`src/rtl/chess_timer_pkg.sv`:
```
// Shared definitions for the chess game timer: FSM states and player encoding.
package chess_timer_pkg;

    typedef enum logic [1:0] {
        IDLE,
        RUN_WHITE,
        RUN_BLACK,
        TIMEOUT
    } timerState_t;

    localparam logic WHITE_PLAYER = 1'b1;
    localparam logic BLACK_PLAYER = 1'b0;

endpackage

```
`src/rtl/second_tick_generator.sv`:
```
// Prescaler producing a one-cycle tick every CLOCK_FREQUENCY cycles while enabled.
module second_tick_generator #(
    parameter int CLOCK_FREQUENCY = 50000000
) (
    input  logic clock,
    input  logic resetApp,
    input  logic clear,
    input  logic enable,
    output logic tick
);

    localparam int COUNT_WIDTH = (CLOCK_FREQUENCY > 1) ? $clog2(CLOCK_FREQUENCY) : 1;
    localparam logic [COUNT_WIDTH-1:0] LAST_COUNT = COUNT_WIDTH'(CLOCK_FREQUENCY - 1);

    logic [COUNT_WIDTH-1:0] count;

    // A disabled prescaler sits at zero so every turn starts with a full second.
    always_ff @(posedge clock) begin
        if (resetApp || clear || !enable) begin
            count <= '0;
        end else if (count == LAST_COUNT) begin
            count <= '0;
        end else begin
            count <= count + 1'b1;
        end
    end

    assign tick = enable && (count == LAST_COUNT);

endmodule

```
`src/rtl/chess_game_timer.sv`:
```
// Two-player chess clock with per-side second counters and timeout detection.
// Optional per-move increment is enabled by defining CHESS_INCREMENT_EN.
module chess_game_timer
    import chess_timer_pkg::*;
#(
    parameter int CLOCK_FREQUENCY   = 50000000,
    parameter int GAME_SECONDS      = 600,
    parameter int TIME_WIDTH        = 10,
    parameter int INCREMENT_SECONDS = 5
) (
    input  logic                  clock,
    input  logic                  resetApp,
    input  logic                  Start,
    input  logic                  Player,
    output logic [TIME_WIDTH-1:0] WhiteTime,
    output logic [TIME_WIDTH-1:0] BlackTime,
    output logic                  Running,
    output logic                  Timeout,
    output logic                  Winner
);

    localparam logic [TIME_WIDTH-1:0] START_TIME = TIME_WIDTH'(GAME_SECONDS);

    timerState_t           state, nextState;
    logic [TIME_WIDTH-1:0] nextWhite, nextBlack;
    logic                  nextWinner;
    logic                  playerReg;
    logic                  running;
    logic                  move;
    logic                  tick;
    logic                  prescalerClear;

`ifdef CHESS_INCREMENT_EN
    function automatic logic [TIME_WIDTH-1:0] addIncrement(input logic [TIME_WIDTH-1:0] t);
        logic [TIME_WIDTH:0] sum;
        sum = {1'b0, t} + (TIME_WIDTH + 1)'(INCREMENT_SECONDS);
        return sum[TIME_WIDTH] ? '1 : sum[TIME_WIDTH-1:0];
    endfunction
`endif

    assign running        = (state == RUN_WHITE) || (state == RUN_BLACK);
    assign move           = running && (Player != playerReg);
    assign prescalerClear = ((state == IDLE) && Start) || move;

    second_tick_generator #(
        .CLOCK_FREQUENCY(CLOCK_FREQUENCY)
    ) tickGen (
        .clock   (clock),
        .resetApp(resetApp),
        .clear   (prescalerClear),
        .enable  (running),
        .tick    (tick)
    );

    always_ff @(posedge clock) begin
        if (resetApp) begin
            state     <= IDLE;
            WhiteTime <= START_TIME;
            BlackTime <= START_TIME;
            Winner    <= 1'b0;
            playerReg <= Player;
        end else begin
            state     <= nextState;
            WhiteTime <= nextWhite;
            BlackTime <= nextBlack;
            Winner    <= nextWinner;
            playerReg <= Player;
        end
    end

    // A move outranks a coincident tick; the clock that hits zero loses.
    always_comb begin
        nextState  = state;
        nextWhite  = WhiteTime;
        nextBlack  = BlackTime;
        nextWinner = Winner;
        case (state)
            IDLE: begin
                if (Start) begin
                    nextState = (Player == WHITE_PLAYER) ? RUN_WHITE : RUN_BLACK;
                end
            end
            RUN_WHITE: begin
                if (move) begin
                    nextState = (Player == WHITE_PLAYER) ? RUN_WHITE : RUN_BLACK;
`ifdef CHESS_INCREMENT_EN
                    nextWhite = addIncrement(WhiteTime);
`endif
                end else if (tick) begin
                    if (WhiteTime <= 1) begin
                        nextWhite  = '0;
                        nextState  = TIMEOUT;
                        nextWinner = BLACK_PLAYER;
                    end else begin
                        nextWhite = WhiteTime - 1'b1;
                    end
                end
            end
            RUN_BLACK: begin
                if (move) begin
                    nextState = (Player == WHITE_PLAYER) ? RUN_WHITE : RUN_BLACK;
`ifdef CHESS_INCREMENT_EN
                    nextBlack = addIncrement(BlackTime);
`endif
                end else if (tick) begin
                    if (BlackTime <= 1) begin
                        nextBlack  = '0;
                        nextState  = TIMEOUT;
                        nextWinner = WHITE_PLAYER;
                    end else begin
                        nextBlack = BlackTime - 1'b1;
                    end
                end
            end
            TIMEOUT: begin
                nextState = TIMEOUT;
            end
            default: begin
                nextState = IDLE;
            end
        endcase
    end

    assign Running = running;
    assign Timeout = (state == TIMEOUT);

endmodule

```
`config.mk`:
```
export PLATFORM = sky130hd
export DESIGN_NAME = chess_game_timer
export DESIGN_NICKNAME = d
export VERILOG_FILES = /design/src/rtl/chess_timer_pkg.sv /design/src/rtl/second_tick_generator.sv /design/src/rtl/chess_game_timer.sv
export SDC_FILE = /design/constraint.sdc
export NUM_CORES = 1
export LEC_CHECK = 0
export ABC_AREA = 0
export BUFFER_PORTS_ARGS = -buffer_cell sky130_fd_sc_hd__buf_4
export CAP_MARGIN = 20
export CORE_MARGIN = 1
export CORE_UTILIZATION = 35
export DETAILED_ROUTE_END_ITERATION = 7
export GPL_TIMING_DRIVEN = 0
export HOLD_SLACK_MARGIN = 0.12
export PLACE_DENSITY_LB_ADDON = 0.2
export SLEW_MARGIN = 15
export SYNTH_ARGS = -nofsm -noshare
export SYNTH_HDL_FRONTEND = slang
export SYNTH_HIERARCHICAL = 1
export SYNTH_SLANG_ARGS = --single-unit
```
`constraint.sdc`:
```
create_clock -name clock -period 6.54 [get_ports clock]
set_input_delay 0.654 -clock clock [delete_from_list [all_inputs] [get_ports clock]]
set_output_delay 0.654 -clock clock [all_outputs]
set_load 0.01 [all_outputs]
```
==> run summary <==
Outcome: complete, no violations
Critical path endpoint category: register
GR met3 Demand/Resource: 2.64%
Vias in the first global route: 1844
Post-CTS Resized: 0
Final wirelength: 5140 µm
Fin crit share: 46.8%
GRT met2 Usage: 20.5%
Fin. max-slew vios: 0
Antenna cell count: 0
P&R area growth vs syn: 16.0%
Unrepaired setup endpoints after global routing: false
Synthesized area: 2570 µm²
Commonest cells after routing, fill and taps aside: dfxtp_1 (50), nor2_1 (37), buf_4 (27)
Count of filler cells inserted in the layout: 692
Drt wl/cell: 12.1 µm
Post-synth EDFFs: 0
GRT Util Overall: 14.3%
Reg clk slew, reported paths: 90 ps
Slew margin rel.: 53.4%
Most frequent CP cell: nand2_1
CP Buf/Inv Count: 0
Io pins: 27
Crit path required time: 6730 ps
Worst-path cell chain: or4b_2 -> nor4_1 -> and3_1 -> nand2_1 -> a21oi_2 -> nand2_1 -> o31a_1 -> or3_1
Hold Path Class: reg -> reg
Power Density: 216 nW/µm²
Busiest layer in global routing: met1
Syn Nets: 309
Post-synth top area share: 38.9%
Slew @ Worst Pin: 693 ps
DRC Markers: 0
WP data arrival: 3260 ps
Gpl congestion: 0.752
Core area: 6940 µm²
H-tree level count: 2
M1 GR Usage: 21.2%
Core Rows: 30
Multi-input gate area in the final layout: 1460 µm²
Leading area contributor after synthesis: dfxtp_1
Mapped Cells: 295
CTS Hold Buffers Added: 0
RR Startpoint: tickGen/count[7]
CTS tree: done
Type of the worst setup path: reg -> reg
Top cells by area, synth: dfxtp_1 (39%), nor2_1 (5.4%), xor2_1 (5.1%)
Initial antenna violation count: 0
CP Launch Type: register
Initial DRT Pass Iterations: 4
Die height: 87.7 µm
Setup Skew: 6.41 ps
Ys Warns: 6
Asr flop ratio synth: 0%
DR vias: 2127
Initial DRC count: 99
Max-cap check violation count: 0
CTS buffer count: 5
First-pass GRT wire length: 8700 µm
Root Buffer Master: clkbuf_8
Final hold vios: 0
Crit path launch: tickGen/count[7]
Setup Fix Bufs, Post-CTS: 0
Die area: 7700 µm²
Tot Pwr: 0.644 mW
Layout cells sized above 1: 16.1%
Slowest-stage cell, CP: or4b_2
Largest net degree at the start of global routing: 16
Die Wd: 87.7 µm
Synthesized flop and latch total: 50
Slowest Stage Delay on Critical Path: 660 ps
CP Max Fanout: 8
Initial core utilization: 37.0%
Min-delay src: tickGen/count[0]
Maximum clock frequency: 0.327 GHz
Final min period: 3060 ps
Final Setup Violations: 0
Most common cell after layout, fill and taps aside: dfxtp_1
Sequential fraction of the synthesis area: 38.9%
Count of input and output buffers: 26
Vias per cell: 5.00
Synthesized area per cell: 8.72 µm²
CTS sink cnt: 50
Ys flop type: dfxtp_1
DP Wirelength: 3770 µm
CTS Buffer Depth: 2
Family with the most delay on the worst path: simple AND/OR/NAND/NOR gates
Worst skew pair latency: 300 ps
Final #Nets: 342
Register area: 1000 µm²
Synth cell types: 50
ANT nets after route: 0
Leakage: 1.03 nW
Peak VDD IR: 0.0948 mV
Grt total ovfl: 0
Setup_tns: 0 ps
-- cell usage after synthesis (2+ instances only) --
library cell and instances:
a2111oi_0 2, a21o_1 3, a21oi_1 15, a31oi_1 2, buf_2 3, clkbuf_1 5
dfxtp_1 50, ha_1 10, inv_1 15, mux2i_1 2, nand2_1 17, nand2b_1 2
nand3_1 12, nand3b_1 2, nand4_1 6, nand4b_1 3, nor2_1 37, nor2b_1 2
nor3_1 13, nor4_1 4, o21ai_0 10, o21bai_1 4, o31ai_1 5, or2_2 2
or3_1 10, or4_1 7, or4_4 3, xnor2_1 13, xor2_1 15
-- sequential cells by signal, indices dropped and copies added, names as in the netlist --
signal	count
Winner	1
WhiteTime	10
tickGen/count	26
state	2
playerReg	1
BlackTime	10
-- per-layer routing --
layer | routed length (µm) | share of wire (%)
met1 | 2730 | 53
met2 | 2200 | 43
met3 | 155 | 3.0
met4 | 61 | 1.2
met5 | 0 | 0
-- cells by family after synthesis --
family	after synthesis	share of synthesized area (%)
AND/OR/NAND/NOR	130	28.9
flip-flops	50	38.9
adder cells (fa/ha/maj)	10	4.86
multiplexers	2	0.778
XOR/XNOR	28	9.53
buffers and inverters	25	4.23
AO/OA/AOI/OAI	50	12.7
-- where the power goes --
| part | leakage (nW) | total (mW) | switching, mW | internal (mW) |
|---|---|---|---|---|
| Combinational | 0.580 | 0.134 | 0.0815 | 0.0528 |
| Sequential | 0.404 | 0.320 | 0.00772 | 0.312 |
| Clock | 0.0472 | 0.190 | 0.105 | 0.0852 |
| Total | 1.03 | 0.644 | 0.194 | 0.450 |
-- stage by stage --
step                      worst slack (ps)  cells  cell area (µm²)  utilization (%)  hold WS [ps]
final                                 3480    425             2980             43.0           468
after global routing                  3270    425             2980             43.0           472
after CTS                             3460    425             2980             43.0           467
after detailed placement              3480    417             2890             41.6           451
after global placement                3490    417             2890             41.6           444
after floorplan                       3820    295             2570                -           430
-- path summary, 6_finish.rpt --
path              cells after the start  slack, ps               end
setup / recovery                      8       3480      BlackTime[4]
hold / removal                        1        470  tickGen/count[0]
setup reg to reg                      8       3480      BlackTime[4]
hold reg to reg                       1        470  tickGen/count[0]
-- cell type report --
class | instances | area share [%]
Buffer | 10 | 1.76
Clock buffer | 6 | 2.77
Clock inverter | 2 | 0.419
Inverter | 15 | 1.89
Multi-Input combinational cell | 220 | 49.0
Sequential cell | 50 | 33.6
Tap cell | 96 | 4.03
Timing Repair Buffer | 26 | 6.54
(Power assumes the default switching activity.)
